**src/rtl/cmd_frame_decoder_if.sv**
```systemverilog
// Byte-in / command-out bundle between the data synchronizer, the frame decoder
// and the system controller.
interface cmd_frame_decoder_if #(
  parameter int BUS_WIDTH  = 8,
  parameter int ADDR_WIDTH = 4
);
  logic [BUS_WIDTH-1:0]  Rx_Data;
  logic                  Rx_Valid;
  logic                  Cmd_Valid;
  logic [1:0]            Cmd_Type;
  logic [ADDR_WIDTH-1:0] Cmd_Addr;
  logic [BUS_WIDTH-1:0]  Cmd_Data;
  logic [BUS_WIDTH-1:0]  Cmd_OpA;
  logic [BUS_WIDTH-1:0]  Cmd_OpB;
  logic [3:0]            Cmd_Func;
  logic                  Frame_Error;
  logic                  Busy;

  modport master (
    output Rx_Data, Rx_Valid,
    input  Cmd_Valid, Cmd_Type, Cmd_Addr, Cmd_Data, Cmd_OpA, Cmd_OpB,
           Cmd_Func, Frame_Error, Busy
  );

  modport slave (
    input  Rx_Data, Rx_Valid,
    output Cmd_Valid, Cmd_Type, Cmd_Addr, Cmd_Data, Cmd_OpA, Cmd_OpB,
           Cmd_Func, Frame_Error, Busy
  );
endinterface

```
**src/rtl/cmd_frame_decoder.sv**
```systemverilog
// Assembles synchronized receive bytes into command frames and emits one
// registered strobe per decoded command; aborts stalled frames on timeout.
module cmd_frame_decoder #(
  parameter int BUS_WIDTH      = 8,
  parameter int ADDR_WIDTH     = 4,
  parameter int TIMEOUT_CYCLES = 1024
) (
  input logic                 CLK,
  input logic                 RST,
  cmd_frame_decoder_if.slave  bus
);

  localparam int CW = $clog2(TIMEOUT_CYCLES);
  localparam logic [CW-1:0] TO_LAST = CW'(TIMEOUT_CYCLES - 1);

  localparam logic [BUS_WIDTH-1:0] OP_WR  = BUS_WIDTH'(8'hAA);
  localparam logic [BUS_WIDTH-1:0] OP_RD  = BUS_WIDTH'(8'hBB);
  localparam logic [BUS_WIDTH-1:0] OP_ALU = BUS_WIDTH'(8'hCC);
  localparam logic [BUS_WIDTH-1:0] OP_NOP = BUS_WIDTH'(8'hDD);

  localparam logic [2:0] S_IDLE    = 3'd0;
  localparam logic [2:0] S_WR_ADDR = 3'd1;
  localparam logic [2:0] S_WR_DATA = 3'd2;
  localparam logic [2:0] S_RD_ADDR = 3'd3;
  localparam logic [2:0] S_ALU_A   = 3'd4;
  localparam logic [2:0] S_ALU_B   = 3'd5;
  localparam logic [2:0] S_ALU_FN  = 3'd6;
  localparam logic [2:0] S_NOP_FN  = 3'd7;

  logic [2:0]            state_q, state_d;
  logic [CW-1:0]         cnt_q, cnt_d;
  logic [CW-1:0]         cnt_inc;
  logic [ADDR_WIDTH-1:0] addr_hold_q, addr_hold_d;
  logic [BUS_WIDTH-1:0]  opa_hold_q, opa_hold_d;
  logic [BUS_WIDTH-1:0]  opb_hold_q, opb_hold_d;

  logic                  cmd_valid_q, cmd_valid_d;
  logic                  err_q, err_d;
  logic                  busy_q, busy_d;
  logic [1:0]            type_q, type_d;
  logic [ADDR_WIDTH-1:0] addr_q, addr_d;
  logic [BUS_WIDTH-1:0]  data_q, data_d;
  logic [BUS_WIDTH-1:0]  opa_q, opa_d;
  logic [BUS_WIDTH-1:0]  opb_q, opb_d;
  logic [3:0]            func_q, func_d;

  assign cnt_inc = cnt_q + 1'b1;

  always_comb begin
    state_d     = state_q;
    cnt_d       = cnt_q;
    addr_hold_d = addr_hold_q;
    opa_hold_d  = opa_hold_q;
    opb_hold_d  = opb_hold_q;
    cmd_valid_d = 1'b0;
    err_d       = 1'b0;
    type_d      = type_q;
    addr_d      = addr_q;
    data_d      = data_q;
    opa_d       = opa_q;
    opb_d       = opb_q;
    func_d      = func_q;

    if (bus.Rx_Valid) begin
      // An accepted byte always restarts the inter-byte window, even on expiry.
      cnt_d = '0;
      case (state_q)
        S_IDLE: begin
          if (bus.Rx_Data == OP_WR)       state_d = S_WR_ADDR;
          else if (bus.Rx_Data == OP_RD)  state_d = S_RD_ADDR;
          else if (bus.Rx_Data == OP_ALU) state_d = S_ALU_A;
          else if (bus.Rx_Data == OP_NOP) state_d = S_NOP_FN;
          else                            err_d   = 1'b1;
        end
        S_WR_ADDR: begin
          addr_hold_d = bus.Rx_Data[ADDR_WIDTH-1:0];
          state_d     = S_WR_DATA;
        end
        S_WR_DATA: begin
          cmd_valid_d = 1'b1;
          type_d      = 2'b00;
          addr_d      = addr_hold_q;
          data_d      = bus.Rx_Data;
          state_d     = S_IDLE;
        end
        S_RD_ADDR: begin
          cmd_valid_d = 1'b1;
          type_d      = 2'b01;
          addr_d      = bus.Rx_Data[ADDR_WIDTH-1:0];
          state_d     = S_IDLE;
        end
        S_ALU_A: begin
          opa_hold_d = bus.Rx_Data;
          state_d    = S_ALU_B;
        end
        S_ALU_B: begin
          opb_hold_d = bus.Rx_Data;
          state_d    = S_ALU_FN;
        end
        S_ALU_FN: begin
          cmd_valid_d = 1'b1;
          type_d      = 2'b10;
          opa_d       = opa_hold_q;
          opb_d       = opb_hold_q;
          func_d      = bus.Rx_Data[3:0];
          state_d     = S_IDLE;
        end
        default: begin
          cmd_valid_d = 1'b1;
          type_d      = 2'b11;
          func_d      = bus.Rx_Data[3:0];
          state_d     = S_IDLE;
        end
      endcase
    end else if (state_q != S_IDLE) begin
      if (cnt_inc == TO_LAST) begin
        err_d   = 1'b1;
        state_d = S_IDLE;
        cnt_d   = '0;
      end else begin
        cnt_d = cnt_inc;
      end
    end else begin
      cnt_d = '0;
    end

    busy_d = (state_d != S_IDLE);
  end

  always_ff @(posedge CLK or negedge RST) begin
    if (!RST) begin
      state_q     <= S_IDLE;
      cnt_q       <= '0;
      addr_hold_q <= '0;
      opa_hold_q  <= '0;
      opb_hold_q  <= '0;
      cmd_valid_q <= 1'b0;
      err_q       <= 1'b0;
      busy_q      <= 1'b0;
      type_q      <= 2'b00;
      addr_q      <= '0;
      data_q      <= '0;
      opa_q       <= '0;
      opb_q       <= '0;
      func_q      <= '0;
    end else begin
      state_q     <= state_d;
      cnt_q       <= cnt_d;
      addr_hold_q <= addr_hold_d;
      opa_hold_q  <= opa_hold_d;
      opb_hold_q  <= opb_hold_d;
      cmd_valid_q <= cmd_valid_d;
      err_q       <= err_d;
      busy_q      <= busy_d;
      type_q      <= type_d;
      addr_q      <= addr_d;
      data_q      <= data_d;
      opa_q       <= opa_d;
      opb_q       <= opb_d;
      func_q      <= func_d;
    end
  end

  assign bus.Cmd_Valid   = cmd_valid_q;
  assign bus.Frame_Error = err_q;
  assign bus.Busy        = busy_q;
  assign bus.Cmd_Type    = type_q;
  assign bus.Cmd_Addr    = addr_q;
  assign bus.Cmd_Data    = data_q;
  assign bus.Cmd_OpA     = opa_q;
  assign bus.Cmd_OpB     = opb_q;
  assign bus.Cmd_Func    = func_q;

endmodule

```
**src/flat_wrapper.sv**
```systemverilog
// flat-port wrapper written by rule: the top's interface ports become plain ports
module cmd_frame_decoder_flat 
#(
  parameter int BUS_WIDTH      = 8,
  parameter int ADDR_WIDTH     = 4,
  parameter int TIMEOUT_CYCLES = 1024
)
  (CLK, RST, bus_Rx_Data, bus_Rx_Valid, bus_Cmd_Valid, bus_Cmd_Type, bus_Cmd_Addr, bus_Cmd_Data, bus_Cmd_OpA, bus_Cmd_OpB, bus_Cmd_Func, bus_Frame_Error, bus_Busy);
  cmd_frame_decoder_if #(.BUS_WIDTH(BUS_WIDTH), .ADDR_WIDTH(ADDR_WIDTH)) bus_i ();
  input logic CLK;
  input logic RST;
  input wire logic [$bits(bus_i.Rx_Data)-1:0] bus_Rx_Data;
  input wire logic [$bits(bus_i.Rx_Valid)-1:0] bus_Rx_Valid;
  output wire logic [$bits(bus_i.Cmd_Valid)-1:0] bus_Cmd_Valid;
  output wire logic [$bits(bus_i.Cmd_Type)-1:0] bus_Cmd_Type;
  output wire logic [$bits(bus_i.Cmd_Addr)-1:0] bus_Cmd_Addr;
  output wire logic [$bits(bus_i.Cmd_Data)-1:0] bus_Cmd_Data;
  output wire logic [$bits(bus_i.Cmd_OpA)-1:0] bus_Cmd_OpA;
  output wire logic [$bits(bus_i.Cmd_OpB)-1:0] bus_Cmd_OpB;
  output wire logic [$bits(bus_i.Cmd_Func)-1:0] bus_Cmd_Func;
  output wire logic [$bits(bus_i.Frame_Error)-1:0] bus_Frame_Error;
  output wire logic [$bits(bus_i.Busy)-1:0] bus_Busy;
  assign bus_i.Rx_Data = bus_Rx_Data;
  assign bus_i.Rx_Valid = bus_Rx_Valid;
  assign bus_Cmd_Valid = bus_i.Cmd_Valid;
  assign bus_Cmd_Type = bus_i.Cmd_Type;
  assign bus_Cmd_Addr = bus_i.Cmd_Addr;
  assign bus_Cmd_Data = bus_i.Cmd_Data;
  assign bus_Cmd_OpA = bus_i.Cmd_OpA;
  assign bus_Cmd_OpB = bus_i.Cmd_OpB;
  assign bus_Cmd_Func = bus_i.Cmd_Func;
  assign bus_Frame_Error = bus_i.Frame_Error;
  assign bus_Busy = bus_i.Busy;
  cmd_frame_decoder #(.BUS_WIDTH(BUS_WIDTH), .ADDR_WIDTH(ADDR_WIDTH), .TIMEOUT_CYCLES(TIMEOUT_CYCLES)) u_core (.CLK(CLK), .RST(RST), .bus(bus_i));
endmodule
```
**config.mk**
```make
export PLATFORM = sky130hd
export DESIGN_NAME = cmd_frame_decoder_flat
export DESIGN_NICKNAME = d
export VERILOG_FILES = /design/src/rtl/cmd_frame_decoder_if.sv /design/src/rtl/cmd_frame_decoder.sv /design/src/flat_wrapper.sv
export SDC_FILE = /design/constraint.sdc
export NUM_CORES = 1
export LEC_CHECK = 0
export ABC_AREA = 1
export ABC_CLOCK_PERIOD_IN_PS = 3000
export BUFFER_PORTS_ARGS = -buffer_cell sky130_fd_sc_hd__buf_2
export CELL_PAD_IN_SITES_DETAIL_PLACEMENT = 1
export CELL_PAD_IN_SITES_GLOBAL_PLACEMENT = 2
export CORE_MARGIN = 3
export CORE_UTILIZATION = 30
export DETAILED_ROUTE_END_ITERATION = 6
export PLACE_DENSITY = 0.73
export SLEW_MARGIN = 5
export SYNTH_ARGS = -nofsm -noshare
export SYNTH_HDL_FRONTEND = slang
export SYNTH_SLANG_ARGS = --single-unit
```
**constraint.sdc**
```tcl
create_clock -name CLK -period 3 [get_ports CLK]
set_clock_uncertainty 0.2 [all_clocks]
set_input_delay 0.15 -clock CLK [delete_from_list [all_inputs] [get_ports CLK]]
set_output_delay 0.15 -clock CLK [all_outputs]
set_load 0.01 [all_outputs]
```
==> results.json <==
{
  "path_class": "reg -> reg",
  "routed-via-count": 2338,
  "setup.worst_path.start": "u_core.cnt_q[0]",
  "ctsRootBufferMaster": "sky130_fd_sc_hd__clkbuf_8",
  "antenna_found_initial": 0,
  "depth_of_the_critical_timing_path_with_buffers_and_inverters_included": 13,
  "yosys_most_used_dff": "sky130_fd_sc_hd__dfrtp_1",
  "via_count_of_the_first_global_routing_pass": 2527,
  "postCtsResizedCells": 0,
  "finalMaxSlewViolations": 0,
  "placed_area_sq_mm": 0.00344,
  "area_delta_synth_final_pct": 20.9,
  "synth_area_sq_mm": 0.00304,
  "die_width_um": 107,
  "crit_path_end_kind": "flip-flop",
  "synth_fp_nets": 325,
  "clk_latency_worst_skew_pair_ns": 0.35,
  "wl_per_cell_um": 14.7,
  "combinational_family_with_the_most_area_after_synthesis": "simple AND/OR/NAND/NOR gates",
  "cellLeakagePower_nw": 1.83,
  "final_cells": 513,
  "synth_adder_area_share_pct": 0.824,
  "fraction_of_layout_cells_with_a_size_suffix_above_1_pct": 27.6,
  "total_wirelength_um": 7540,
  "starting_density_of_the_core_pct": 30.9,
  "total_cts_buffers": 9,
  "post_synth_main_area_contributors": "sky130_fd_sc_hd__dfrtp_1 (58%), sky130_fd_sc_hd__nand2_1 (8.9%), sky130_fd_sc_hd__mux2_2 (7.4%)",
  "setup.worst_path.start_class": "flip-flop",
  "finalSetupViolCount": 0,
  "worst_slew_margin_rel_pct": 63.9,
  "r2r_end": "u_core.bus.Busy",
  "synthSimpleGateAreaFrac_pct": 21.3,
  "tightest_slew_ns": 0.542,
  "worstRegToRegCells": 13,
  "synth.distinct_cells": 26,
  "yosys-top-cells-count": "sky130_fd_sc_hd__nand2_1 (72), sky130_fd_sc_hd__dfrtp_1 (70), sky130_fd_sc_hd__o21ai_0 (35)",
  "final_global_route_overflow_total": 0,
  "antenna_violating_nets_post_route": 0,
  "cts.sink_count": 70,
  "fp.dieH_um": 107,
  "place_hpwl_um": 5400,
  "synth-edff-count": 0,
  "grt_max_degree": 43,
  "final.setup.tns_ns": 0,
  "timing.hold.worst_path_depth": 3,
  "grt_first_pass_wirelength_um": 12900,
  "yosys.area.top_type_share_pct": 57.7,
  "detail_route.iter0.violations": 77,
  "cp_top_family": "simple AND/OR/NAND/NOR gates",
  "muxShareOfSynthArea_pct": 7.41,
  "status": "finished, final reports clean",
  "path_max_fanout": 5,
  "cell_taking_the_most_area_after_synthesis": "sky130_fd_sc_hd__dfrtp_1",
  "tritoncts": "built",
  "numPortBuffers": 47,
  "clk_transition_reported_paths_ns": 0.08,
  "die_area_sq_mm": 0.0114,
  "synth_compound_area_share_pct": 7.83,
  "post_synth_inst_count": 312,
  "async_reset_ff_share_pct": 100,
  "average_footprint_of_a_synthesized_cell_sq_um": 9.74,
  "cap_viol_max_count": 0,
  "worstPathRequired_ns": 3.04,
  "fin_nets": 388,
  "placementRows": 36,
  "critPathSlowestCell": "sky130_fd_sc_hd__dfrtp_1",
  "reg2reg_from": "u_core.cnt_q[0]",
  "min_delay_worst_endpoint": "u_core.opb_hold_q[3]",
  "gp_congestion": 0.767,
  "placeableCoreArea_sq_mm": 0.00982,
  "cpPeakStageDelay_ns": 0.42,
  "most_repeated_cell_in_the_gate_level_netlist_after_synthesis": "sky130_fd_sc_hd__nand2_1",
  "antenna_cells_inserted": 0,
  "cp_data_arrival_time_ns": 2.13,
  "irDropWorstVdd_mv": 0.333,
  "hold_viol": 0,
  "ctsLongestPathBuffers": 2,
  "cells_traversed_along_the_worst_timing_path": "ha_1 > nand2_2 > inv_1 > nand2_1 > nand2_1 > nor2_1 > nand3_2 > nor2_4 > nand2_2 > nand2_1 > nand2_2 > nor2_1 > nand2_1",
  "layout_min_cycle_time_ns": 2.09,
  "worst_hold_path_type": "in -> reg",
  "power_per_cell_area_mw_per_mm2": 877,
  "r2r_slack_ns": 0.91,
  "hold_ws_ns": 0.0673,
  "final_area_sq_mm": 0.00367,
  "grt_setup_unrepaired": "no",
  "synth_seq_area_share_pct": 57.7,
  "cp_num_buf_inv": 1,
  "min-delay-start": "bus_Rx_Data[3]",
  "max_h_tree_level": 3,
  "drcViolationCount": 0,
  "fin_crit_sh_pct": 69.7,
  "top_level_i_o_count": 48,
  "post-cts-setup-buffers": 0,
  "max_freq_ghz": 0.478,
  "overall_fraction_of_global_route_tracks_in_use_pct": 14.8,
  "synth_warnings": 0,
  "totalPowerFinal_mw": 3.22,
  "detail_route.vias_per_cell": 4.56,
  "post_synth_xor_area_fraction_pct": 0.577,
  "synth-seq-cells": 70,
  "dpl.cell_count": 491,
  "critical-path-top-cell-by-count": "sky130_fd_sc_hd__nand2_1",
  "detail_route.first_pass.iterations": 4
}
[report_power, final]
group          internal (mW)  total (mW)  switching [mW]
Clock                  0.304       0.691           0.387
Sequential              1.31        1.52           0.211
Combinational          0.438        1.01           0.575
Total                   2.05        3.22            1.17
[worst min-delay path, cell delays in order]
cell and delay [ns]:
sky130_fd_sc_hd__buf_2 0.12, sky130_fd_sc_hd__inv_1 0.13, sky130_fd_sc_hd__o21ai_0 0.18
[worst max path at each step]
stage | end
floorplan | u_core.bus.Busy
global placement | u_core.cnt_q[6]
detailed placement | u_core.bus.Busy
CTS | u_core.bus.Busy
global route | u_core.bus.Busy
finish | u_core.bus.Busy
[what timing repair did]
| item | 4_1_cts | 5_1_grt |
|---|---|---|
| endpoints found under the setup margin | 0 | 0 |
| hold buffers | 6 | 0 |
| endpoints found under the hold margin | 83 | 0 |
[layout make-up]
class / count / area, sq um
sequential: 70 / 1750
inverter: 30 / 113
multi-input combinational: 208 / 1150
fill: 1199 / 6150
timing repair buffer: 56 / 318
clock inverter: 6 / 46.3
tap: 133 / 166
clock buffer: 10 / 128
[placed cells by master (no fill, tap or decap), drive strengths merged, types with 6 or more instances in the layout]
cell type	count
buf	50
clkbuf	10
dfrtp	70
dlygate4sd3	6
inv	31
mux2	20
nand2	82
nand3	13
nor2	33
nor3	7
o21ai	35
[per-layer routing]
| layer | share of wire, % | track usage [%] |
|---|---|---|
| met1 | 47 | 19.3 |
| met2 | 48 | 23.6 |
| met3 | 3.8 | 4.15 |
| met4 | 1.8 | 5.48 |
| met5 | 0 | 0 |
[kinds of logic (layout without fill, tap and decap cells)]
logic type	count (synthesis)	in the layout
xor+xnor	2	2
buf+inv	34	102
fa+ha+maj	2	2
compound gates	45	45
simple gates	139	139
flops	70	70
mux	20	20
[registers in the layout (all words and copies together), names as in the netlist]
name,cells
u_core.bus.Cmd_Valid,1
u_core.bus.Frame_Error,1
u_core.bus.Cmd_OpB,8
u_core.bus.Cmd_Type,2
u_core.addr_hold_q,4
u_core.state_q,3
u_core.cnt_q,10
u_core.opb_hold_q,8
u_core.bus.Cmd_Data,8
u_core.bus.Busy,1
u_core.bus.Cmd_Func,4
u_core.opa_hold_q,8
u_core.bus.Cmd_OpA,8
u_core.bus.Cmd_Addr,4
[stage by stage]
stage               utilization (%)  worst slack (ns)
floorplan                         -              1.17
global placement               35.0              1.05
detailed placement             35.0             0.918
CTS                            37.4             0.876
global route                   37.4             0.717
finish                         37.4             0.909
No activity file was read; power rests on OpenSTA's default activity.
